[config.mk]
export PLATFORM = sky130hd
export DESIGN_NAME = pb_debounce
export DESIGN_NICKNAME = d
export VERILOG_FILES = /design/src/rtl/pb_debounce.sv
export SDC_FILE = /design/constraint.sdc
export NUM_CORES = 1
export LEC_CHECK = 0
export CORE_MARGIN = 1
export CORE_UTILIZATION = 63
export DETAILED_ROUTE_END_ITERATION = 7
export PLACE_DENSITY = 0.81
export SLEW_MARGIN = 20
export SYNTH_ARGS = -nofsm -noshare
export SYNTH_HDL_FRONTEND = slang
export SYNTH_SLANG_ARGS = --single-unit
[constraint.sdc]
create_clock -name clk -period 3.8 [get_ports clk]
set_input_delay 0.76 -clock clk [delete_from_list [all_inputs] [get_ports clk]]
set_output_delay 0.76 -clock clk [all_outputs]
set_load 0.01 [all_outputs]
[src/rtl/pb_debounce.sv]
// Push-button conditioner: per-channel 2-flop synchroniser, bounce filter FSM,
// debounced level plus press/release pulses. PB_DEBOUNCE_RELEASE_PULSE_EN enables released.

module pb_debounce_ch #(
  parameter int DB_CYCLES = 1000,
  parameter int CW        = $clog2(DB_CYCLES + 1)
) (
  input  logic clk,
  input  logic rst,
  input  logic btn_in,
  output logic level,
  output logic pressed,
  output logic released
);
  typedef enum logic [1:0] {S_LOW, S_RISE, S_HIGH, S_FALL} state_t;

  localparam logic [CW-1:0] CNT_LAST = CW'(DB_CYCLES - 1);
  localparam logic [CW-1:0] CNT_MAX  = '1;
  localparam logic [CW-1:0] CNT_ONE  = CW'(1);

  logic [1:0]    sync_q, sync_d;
  state_t        state_q, state_d;
  logic [CW-1:0] cnt_q, cnt_d, cnt_inc;
  logic          level_q, level_d;
  logic          pressed_q, pressed_d;
  logic          sync;

  assign sync    = sync_q[1];
  assign cnt_inc = (cnt_q == CNT_MAX) ? cnt_q : cnt_q + 1'b1;
  assign sync_d  = {sync_q[0], btn_in};

`ifdef PB_DEBOUNCE_RELEASE_PULSE_EN
  logic released_q, released_d;
`endif

  always_comb begin
    state_d   = state_q;
    cnt_d     = cnt_q;
    level_d   = level_q;
    pressed_d = 1'b0;
`ifdef PB_DEBOUNCE_RELEASE_PULSE_EN
    released_d = 1'b0;
`endif
    case (state_q)
      S_LOW: if (sync) begin
        state_d = S_RISE;
        cnt_d   = CNT_ONE;
      end
      S_RISE: begin
        if (!sync) begin
          state_d = S_LOW;
          cnt_d   = '0;
        end else if (cnt_q == CNT_LAST) begin
          state_d   = S_HIGH;
          level_d   = 1'b1;
          pressed_d = 1'b1;
          cnt_d     = '0;
        end else begin
          cnt_d = cnt_inc;
        end
      end
      S_HIGH: if (!sync) begin
        state_d = S_FALL;
        cnt_d   = CNT_ONE;
      end
      S_FALL: begin
        if (sync) begin
          state_d = S_HIGH;
          cnt_d   = '0;
        end else if (cnt_q == CNT_LAST) begin
          // level falls on the same edge whether or not the pulse is built
          state_d = S_LOW;
          level_d = 1'b0;
          cnt_d   = '0;
`ifdef PB_DEBOUNCE_RELEASE_PULSE_EN
          released_d = 1'b1;
`endif
        end else begin
          cnt_d = cnt_inc;
        end
      end
      default: begin
        state_d = S_LOW;
        cnt_d   = '0;
        level_d = 1'b0;
      end
    endcase
  end

  always_ff @(posedge clk or posedge rst) begin
    if (rst) begin
      sync_q    <= '0;
      state_q   <= S_LOW;
      cnt_q     <= '0;
      level_q   <= 1'b0;
      pressed_q <= 1'b0;
    end else begin
      sync_q    <= sync_d;
      state_q   <= state_d;
      cnt_q     <= cnt_d;
      level_q   <= level_d;
      pressed_q <= pressed_d;
    end
  end

`ifdef PB_DEBOUNCE_RELEASE_PULSE_EN
  always_ff @(posedge clk or posedge rst) begin
    if (rst) released_q <= 1'b0;
    else     released_q <= released_d;
  end
  assign released = released_q;
`else
  assign released = 1'b0;
`endif

  assign level   = level_q;
  assign pressed = pressed_q;
endmodule

module pb_debounce #(
  parameter int N         = 2,
  parameter int DB_CYCLES = 1000
) (
  input  logic         clk,
  input  logic         rst,
  input  logic [N-1:0] btn_in,
  output logic [N-1:0] btn_level,
  output logic [N-1:0] pressed,
  output logic [N-1:0] released
);
  for (genvar g = 0; g < N; g++) begin : g_ch
    pb_debounce_ch #(.DB_CYCLES(DB_CYCLES)) u_ch (
      .clk      (clk),
      .rst      (rst),
      .btn_in   (btn_in[g]),
      .level    (btn_level[g]),
      .pressed  (pressed[g]),
      .released (released[g])
    );
  end
endmodule

==> impl_metrics.env, run 1 <==
export IMPL_filler_cell_count=216
export IMPL_drt_pre_antenna_iters=4
export IMPL_post_cts_buffers=0
export IMPL_dp_hpwl_mm=2.46
export IMPL_regToRegSetupSlack_ps=1630
export IMPL_synth_edf_count=0
export IMPL_via_per_inst=6.82
export IMPL_worstMarginPinSlew_ps=830
export IMPL_ys_warn_count=0
export IMPL_gp_congestion=0.867
export IMPL_cts_tree="built"
export IMPL_syn_inst=179
export IMPL_peakVddDrop_mv=0.410
export IMPL_cts_sinks=32
export IMPL_antenna_found_initial=0
export IMPL_route_detailed_drc=0
export IMPL_grt_max_degree=23
export IMPL_layout_drive_gt1_share_pct=11.1
export IMPL_power_density_nw_per_um2=345
export IMPL_numPortBuffers=7
export IMPL_synthAdderAreaFrac_pct=1.35
export IMPL_grt_setup_unrepaired="false"
export IMPL_layout_commonest_cell="dfrtp_1"
export IMPL_wirelength_mm=3.51
export IMPL_clock_skew_ps=8.12
export IMPL_maxSlewHeadroom_pct=44.3
export IMPL_critPathMaxFanout=15
export IMPL_syn_area_per_cell_um2=10.4
export IMPL_rows=19
export IMPL_wl_per_cell_um=16.6
export IMPL_max_freq_ghz=0.461
export IMPL_layout_common_cells="32 x dfrtp_1, 12 x nor3_1, 11 x nand3_1, 11 x o22a_1, 9 x nand2_1"
export IMPL_start_kind="flip-flop"
export IMPL_synth_async_reset_ratio_pct=100
export IMPL_cp_arrival_ps=2400
export IMPL_clk_latency_ps=340
export IMPL_placed_cells=203
export IMPL_timing_final_crit_share_pct=57.1
export IMPL_p_leak_nw=0.878
export IMPL_hold_viol=0
export IMPL_grt_pass1_wl_mm=6.33
export IMPL_clk_path_buf_depth=2
export IMPL_synth_distinct_cells=51
export IMPL_cts_root_buf="clkbuf_4"
export IMPL_maxCapViolations=0
export IMPL_end_kind="flip-flop"
export IMPL_ant_nets=0
export IMPL_via_count=1439
export IMPL_drtIter0Drc=70
export IMPL_core_area_um2=2780
export IMPL_nets=185
export IMPL_place_area_um2=1850
export IMPL_grt_use_total_pct=25.9
export IMPL_clkTransAtPathRegs_ps=110
export IMPL_overflow=0
export IMPL_synth_area_um2=1850
export IMPL_setup_tns_final_ps=0
export IMPL_whs_ps=363
export IMPL_regArea_um2=801
export IMPL_synthMuxAreaShare_pct=0.608
export IMPL_multiInputGateArea_um2=918
export IMPL_die_w_um=56.2
export IMPL_ys_flop_type="dfrtp_1"
export IMPL_dieArea_um2=3160
export IMPL_cts_resized=0
export IMPL_status="finished clean"
export IMPL_worstPathRequired_ps=4030
export IMPL_finalSetupViolations=0
export IMPL_slew_violations=0
export IMPL_synth_simple_area_share_pct=25.2
export IMPL_layout_cells_non_filler=211
export IMPL_hold_class="flip-flop to flip-flop"
export IMPL_htreeDepth=2
export IMPL_grt_pass1_vias=1452
export IMPL_num_antenna_cells=0
export IMPL_postLayoutCellArea_um2=1930
export IMPL_synth_xor_area_share_pct=2.30
export IMPL_initial_utilization_pct=66.6
export IMPL_die_h_um=56.2
export IMPL_syn_to_final_growth_pct=3.98
export IMPL_synth_top_family_by_area="simple AND/OR/NAND/NOR gates"
export IMPL_ios=10
export IMPL_synth_compound_area_share_pct=19.7
export IMPL_ys_ff_latch=32
export IMPL_yosysSeqAreaShare_pct=43.2
export IMPL_min_period_ps=2170
export IMPL_path_class="flip-flop to flip-flop"
export IMPL_ctsHoldBuffers=0
export IMPL_cts_buffers=5
-- sequential cells by signal, indices dropped and copies added (netlist names), named ones only --
| name | count |
|---|---|
| g_ch.u_ch.sync_q | 4 |
| g_ch.u_ch.state_q | 2 |
| g_ch.u_ch.cnt_q | 20 |
| g_ch.u_ch.pressed | 2 |
| g_ch.u_ch.level | 2 |
-- stage by stage --
stage | total power, W | setup slack (ps) | utilization, %
after floorplan | 0.000400 | 2060 | -
after global placement | 0.000408 | 1730 | 66.4
after detailed placement | 0.000410 | 1630 | 66.4
after CTS | 0.000671 | 1610 | 69.3
after global routing | 0.000693 | 1430 | 69.3
final | 0.000664 | 1630 | 69.3
-- power breakdown --
part	switching (W)	internal [W]	total (W)
Combinational	0.0000269	0.0000173	0.0000442
Clock	0.000124	0.000137	0.000261
Sequential	0.0000104	0.000348	0.000359
Total	0.000161	0.000503	0.000664
-- cells by family after synthesis --
group / after synthesis
flip-flops: 32
AO/OA/AOI/OAI: 44
buffers and inverters: 19
multiplexers: 1
XOR/XNOR: 4
adder cells (fa/ha/maj): 2
other: 1
AND/OR/NAND/NOR: 76
-- Yosys cell counts (all sizes together) (2+ instances only) --
master   number  area [um^2]
dfrtp        32          801
buf          14          113
nand3        12         72.6
nor3         12         60.1
o22a         11         96.3
nand2        10         40.0
nor2          9         36.3
nor4          8         80.1
and3          6         37.5
nor3b         5         37.5
a311oi        4         41.3
nand4         4         31.3
o21ai         4         20.0
xor2          4         42.6
a211o         3         26.3
a211oi        3         22.5
and2          3         18.8
inv           3         11.3
a21boi        2         15.0
a21oi         2         10.0
a32o          2         20.0
and4          2         17.5
ha            2         25.0
nand2b        2         12.5
o2bb2ai       2         17.5
o31ai         2         15.0
-- routing by layer --
layer | track usage [%] | wire, um
met5 | 0 | 0
met4 | 13.2 | 14
met2 | 41.0 | 1880
met3 | 7.21 | 120
met1 | 32.4 | 1500
-- path summary, 6_finish.rpt --
kind / start / endpoint / depth (start not counted)
worst max-delay path: g_ch[0].u_ch.cnt_q[0] / g_ch[0].u_ch.cnt_q[7] / 5
worst min-delay path: g_ch[0].u_ch.sync_q[0] / g_ch[0].u_ch.sync_q[1] / 0
worst max register to register: g_ch[0].u_ch.cnt_q[0] / g_ch[0].u_ch.cnt_q[7] / 5
worst min register to register: g_ch[0].u_ch.sync_q[0] / g_ch[0].u_ch.sync_q[1] / 0
max in group asynchronous: rst / g_ch[0].u_ch.cnt_q[3] / 3
min in group asynchronous: rst / g_ch[1].u_ch.state_q[0] / 2
-- worst max-delay path, cell delays in order (launching register included) --
cell     delay, ps
dfrtp_1        460
ha_1           260
nand3_1        160
nor4_4         680
nor2_1         150
a221o_2        350
-- layout make-up --
class / instances / share of cell area, %
timing repair buffer: 8 / 4.03
clock inverter: 3 / 2.21
tap: 31 / 2.01
clock buffer: 5 / 1.95
inverter: 3 / 0.584
multi-input combinational: 129 / 47.7
sequential: 32 / 41.6
No activity file was read; power rests on OpenSTA's default activity.
==> run 2: changes to the inputs <==
CORE_UTILIZATION = 59   (was 63)
PLACE_DENSITY = 0.77   (was 0.81)
clock period = 2.1 ns   (was 3.8 ns; I/O delays follow)
==> run 2 against run 1 <==
Largest power group unchanged. Critical path type unchanged. Clock power increased by 48%. Flip-flop and latch count unchanged. Worst hold slack improved by 4.8 ps. Setup slack got worse by 1400 ps. The flow now finishes with violations (design-rule violations).
==> impl_metrics.env, run 2 (synthesized netlist as in run 1, its figures left out) <==
export IMPL_num_antenna_cells=0
export IMPL_start_kind="flip-flop"
export IMPL_layout_drive_gt1_share_pct=12.5
export IMPL_whs_ps=368
export IMPL_hold_viol=0
export IMPL_critPathLaunch="g_ch[0].u_ch.cnt_q[0]"
export IMPL_grt_use_total_pct=24.5
export IMPL_grt_setup_unrepaired="false"
export IMPL_worstPathRequired_ps=2340
export IMPL_cts_sinks=32
export IMPL_route_detailed_drc=1
export IMPL_cts_root_buf="clkbuf_4"
export IMPL_via_per_inst=6.23
export IMPL_reg2reg_depth=6
export IMPL_min_period_ps=1890
export IMPL_nets=189
export IMPL_grt_max_degree=17
export IMPL_rows=19
export IMPL_path_class="flip-flop to flip-flop"
export IMPL_filler_cell_count=221
export IMPL_dp_hpwl_mm=2.59
export IMPL_drtIter0Drc=75
export IMPL_dieArea_um2=3370
export IMPL_setup_tns_final_ps=0
export IMPL_core_area_um2=2880
export IMPL_via_count=1409
export IMPL_violations="design-rule violations"
export IMPL_top_register="g_ch.u_ch.cnt_q"
export IMPL_htreeDepth=2
export IMPL_antenna_found_initial=0
export IMPL_die_h_um=58.0
export IMPL_status="finished with violations"
export IMPL_cp_depth=6
export IMPL_worstHoldStart="g_ch[1].u_ch.sync_q[0]"
export IMPL_clk_latency_ps=350
export IMPL_ios=10
export IMPL_clkTransAtPathRegs_ps=100
export IMPL_gp_congestion=0.945
export IMPL_reg_top3="g_ch.u_ch.cnt_q (20), g_ch.u_ch.sync_q (4)"
export IMPL_max_freq_ghz=0.528
export IMPL_max_stage_delay_ps=460
export IMPL_cp_slowest_cell="dfrtp_1"
export IMPL_power_density_nw_per_um2=574
export IMPL_peakVddDrop_mv=0.355
export IMPL_cp_cell_sequence="ha_1 -> nand3_1 -> nor4_4 -> buf_4 -> nor2_1 -> a221o_2"
export IMPL_ctsHoldBuffers=0
export IMPL_layout_commonest_cell="dfrtp_1"
export IMPL_ant_nets=0
export IMPL_cts_resized=0
export IMPL_slew_violations=0
export IMPL_p_leak_nw=0.889
export IMPL_syn_to_final_growth_pct=5.40
export IMPL_maxCapViolations=0
export IMPL_hold_class="flip-flop to flip-flop"
export IMPL_layout_common_cells="32 x dfrtp_1, 12 x nor3_1, 11 x nand3_1, 11 x o22a_1, 9 x nand2_1"
export IMPL_power_total_w=0.00112
export IMPL_r2r_start="g_ch[0].u_ch.cnt_q[0]"
export IMPL_largest_reg_flops=20
export IMPL_critical_path_top_delay_family="simple AND/OR/NAND/NOR gates"
export IMPL_cts_tree="built"
export IMPL_wirelength_mm=3.56
export IMPL_cp_arrival_ps=2140
export IMPL_die_w_um=58.0
export IMPL_numPortBuffers=7
export IMPL_post_cts_buffers=0
export IMPL_overflow=0
export IMPL_end_kind="flip-flop"
export IMPL_cp_num_buf_inv=1
export IMPL_clk_path_buf_depth=2
export IMPL_grt_pass1_wl_mm=6.11
export IMPL_cts_buffers=5
export IMPL_finalSetupViolations=0
export IMPL_timing_final_crit_share_pct=90.1
export IMPL_drt_pre_antenna_iters=8
export IMPL_initial_utilization_pct=64.4
export IMPL_whs_path_depth=0
export IMPL_clock_skew_ps=6.71
export IMPL_wl_per_cell_um=15.7
export IMPL_critPathMaxFanout=15
export IMPL_grt_pass1_vias=1344
[run 2: layout make-up]
cell class,count,area (um^2),share of cell area [%]
inverter,3,11.3,0.577
timing repair buffer,12,108,5.51
clock inverter,1,7.51,0.384
tap,42,52.6,2.69
sequential,32,801,41.0
multi-input combinational,129,918,47.0
clock buffer,7,55.1,2.82
[run 2: report_power, final]
part / switching (W) / internal (W)
logic: 0.0000501 / 0.0000333
clock network: 0.000222 / 0.000164
registers: 0.0000205 / 0.000631
total: 0.000293 / 0.000827
[run 2: path summary, 6_finish.rpt]
check	end	slack, ps
max	g_ch[0].u_ch.cnt_q[7]	210
min	g_ch[1].u_ch.sync_q[1]	370
max reg2reg	g_ch[0].u_ch.cnt_q[7]	210
min reg2reg	g_ch[1].u_ch.sync_q[1]	370
max in group asynchronous	g_ch[1].u_ch.cnt_q[2]	1190
min in group asynchronous	g_ch[1].u_ch.sync_q[0]	380
[run 2: routing by layer]
metal  global-route usage (%)  part of all wire (%)  vias up
li1                         -                     -      689
met4                     10.9                   2.2        0
met5                        0                     0        -
met3                     8.04                   6.0        8
met2                     37.6                    45       41
met1                     31.8                    47      671
[run 2: through the flow]
step	util, %	cell area [um^2]	setup slack (ps)	instances
2_1_floorplan	-	1860	358	180
3_3_place_gp	65.7	1890	299	218
3_5_place_dp	65.7	1890	211	218
4_1_cts	67.9	1950	216	226
5_1_grt	67.9	1950	87.6	226
6_report	67.9	1950	207	226
[run 2: worst reg2reg max path: stages, from the launching register on]
cell and delay [ps]:
dfrtp_1 460, ha_1 280, nand3_1 160, nor4_4 230
buf_4 240, nor2_1 80, a221o_2 340
==> variant, RTL diff (settings of run 2) <==
Register the input `btn_in` before use. The logic sees it one clock later.
--- a/src/rtl/pb_debounce.sv
+++ b/src/rtl/pb_debounce.sv
@@ -128,11 +128,18 @@
   output logic [N-1:0] pressed,
   output logic [N-1:0] released
 );
+
+  logic [N-1:0] btn_q;
+
+  always_ff @(posedge clk) begin
+      btn_q <= btn_in;
+  end
+
   for (genvar g = 0; g < N; g++) begin : g_ch
     pb_debounce_ch #(.DB_CYCLES(DB_CYCLES)) u_ch (
       .clk      (clk),
       .rst      (rst),
-      .btn_in   (btn_in[g]),
+      .btn_in   (btn_q[g]),
       .level    (btn_level[g]),
       .pressed  (pressed[g]),
       .released (released[g])
Check against the original RTL: no difference found for any inputs over 10 cycles, from zero or initial values and one cycle with rst high; that may be too few to reach the edited logic, so the function may still have changed.
==> variant against run 2 <==
  * Combinational power grew 0.6%
  * Area after synthesis shrank 4.7%
  * Synthesized cell count shrank 5.6%
  * Clock skew shrank 0.0023 ns
  * Critical path depth shrank 1
  * Sequential cell count grew 2
  * The run still ends with DRC left
  * Via count shrank 2.1%
  * Power grew 3.3%
  * Routed wire length shrank 8.7%
  * Worst setup slack lost 0.014 ns
  * Sequential share of layout area grew 3.6 points
  * Cell area shrank 3.4%
  * Critical path type unchanged
  * Sequential power grew 5.7%
==> variant: results (changes against run 2) <==
\begin{tabular}{lr}
\hline
Metric & Value \\
\hline
\multicolumn{2}{l}{\textbf{Outcome}} \\
\quad Status & complete, but fails checks \\
\quad Failing checks & DRC \\
\multicolumn{2}{l}{\textbf{Logic synthesis}} \\
\quad Register area share after synthesis & 47.6\% (+4.4 points) \\
\quad Number of distinct standard cells referenced by the synthesized netlist & 53 (+3.9\%) \\
\quad Post-synthesis area per instance & 10.4 um2 (+0.91\%) \\
\quad Top cells by area in the synthesized netlist & sky130\_fd\_sc\_hd\_\_dfrtp\_1 (45\%), sky130\_fd\_sc\_hd\_\_a21oi\_1 (4.5\%), sky130\_fd\_sc\_hd\_\_nand3\_1 (2.6\%) \\
\quad Top post-synthesis cells by count & sky130\_fd\_sc\_hd\_\_dfrtp\_1 (32), sky130\_fd\_sc\_hd\_\_a21oi\_1 (16), sky130\_fd\_sc\_hd\_\_nand3\_1 (9), sky130\_fd\_sc\_hd\_\_nor2\_1 (9) \\
\multicolumn{2}{l}{\textbf{Critical path}} \\
\quad CP peak stage delay & 0.48 ns (+0.02 ns) \\
\quad Destination of the critical timing path & g\_ch[1].u\_ch.cnt\_q[7] \\
\quad Number of cell instances on the worst register-to-register path & 5 (-1) \\
\quad Launching element of the worst setup path & g\_ch[1].u\_ch.cnt\_q[0] \\
\quad Family of cells with the greatest summed delay on the critical path & compound AO/OA/AOI/OAI gates \\
\multicolumn{2}{l}{\textbf{Placed design}} \\
\quad GP Congestion & 0.979 (+3.5\%) \\
\quad Cell Count Post-Placement & 200 (-8.3\%) \\
\quad Detailed-placement wirelength estimate & 2.35 mm (-9.1\%) \\
\multicolumn{2}{l}{\textbf{Finish}} \\
\quad Final cell count without fillers & 208 (-8.0\%) \\
\quad Fraction of final layout cells sized beyond drive strength 1 & 15.8\% (+3.3 points) \\
\multicolumn{2}{l}{\textbf{Power and ir drop}} \\
\quad Clock share of power & 33.3\% (-1.1 points) \\
\quad Post-layout power & 0.00116 W (+3.3\%) \\
\quad Sequential group power & 0.000688 W (+5.7\%) \\
\multicolumn{2}{l}{\textbf{Routing}} \\
\quad Post-DR vias/cell & 6.63 (+6.3\%) \\
\quad \# DRC & 3 (+2) \\
\quad WL/cell & 15.6 um (-0.79\%) \\
\multicolumn{2}{l}{\textbf{Global route}} \\
\quad Overall track demand over capacity in global routing & 23.9\% (-0.60 points) \\
\quad Vias in the first global route & 1391 (+3.5\%) \\
\quad Global-route wire length before repair & 5.82 mm (-4.7\%) \\
\quad Largest net degree at the start of global routing & 33 (+16) \\
\multicolumn{2}{l}{\textbf{Hold path}} \\
\quad Worst Hold Launch & btn\_q[0] \\
\multicolumn{2}{l}{\textbf{Timing}} \\
\quad Worst hold slack across all endpoints & 0.334 ns (-0.0337 ns) \\
\hline
\end{tabular}
==> variant: cell types whose count changed in the layout (fill, tap and decap cells not counted), sizes merged, moves of 4 or more <==
| cell | before | now |
|---|---|---|
| o22a | 11 | 2 |
| nor3 | 12 | 5 |
| nor4 | 8 | 0 |
| a21oi | 2 | 16 |
| nand2 | 10 | 6 |
| o21ai | 4 | 8 |
| o31ai | 2 | 6 |
| a31oi | 0 | 5 |
| nor3b | 5 | 0 |
==> variant: metrics by stage <==
step,area (um2),setup WS (ns)
floorplan,1770,0.372
global placement,1820,0.288
detailed placement,1820,0.231
CTS,1890,0.222
global route,1890,0.107
finish,1890,0.194
==> variant: cell type report <==
type | instances | area [um2]
Tap cell | 31 | 38.8
Fill cell | 208 | 918
Clock inverter | 2 | 12.5
Inverter | 3 | 11.3
Clock buffer | 6 | 51.3
Timing Repair Buffer | 9 | 85.1
Multi-Input combinational cell | 123 | 847
Sequential cell | 34 | 841
==> variant: kinds of logic (layout without fill, tap and decap cells) <==
family | after synthesis | count (layout) | synth area share [%]
AO/OA/AOI/OAI | 60 | 60 | 25.4
XOR/XNOR | 3 | 3 | 1.91
adder cells (fa/ha/maj) | 2 | 2 | 1.42
buffers and inverters | 13 | 20 | 4.61
flip-flops | 34 | 34 | 47.6
multiplexers | 1 | 1 | 0.638
other | 1 | 2 | 0.212
AND/OR/NAND/NOR | 55 | 55 | 18.2
==> variant: layer usage <==
metal	up-vias	global-route usage [%]	wire length [um]
li1	659	-	-
met3	12	7.37	163
met1	657	27.4	1390
met2	51	39.8	1600
met4	0	12.9	92
met5	-	0	0
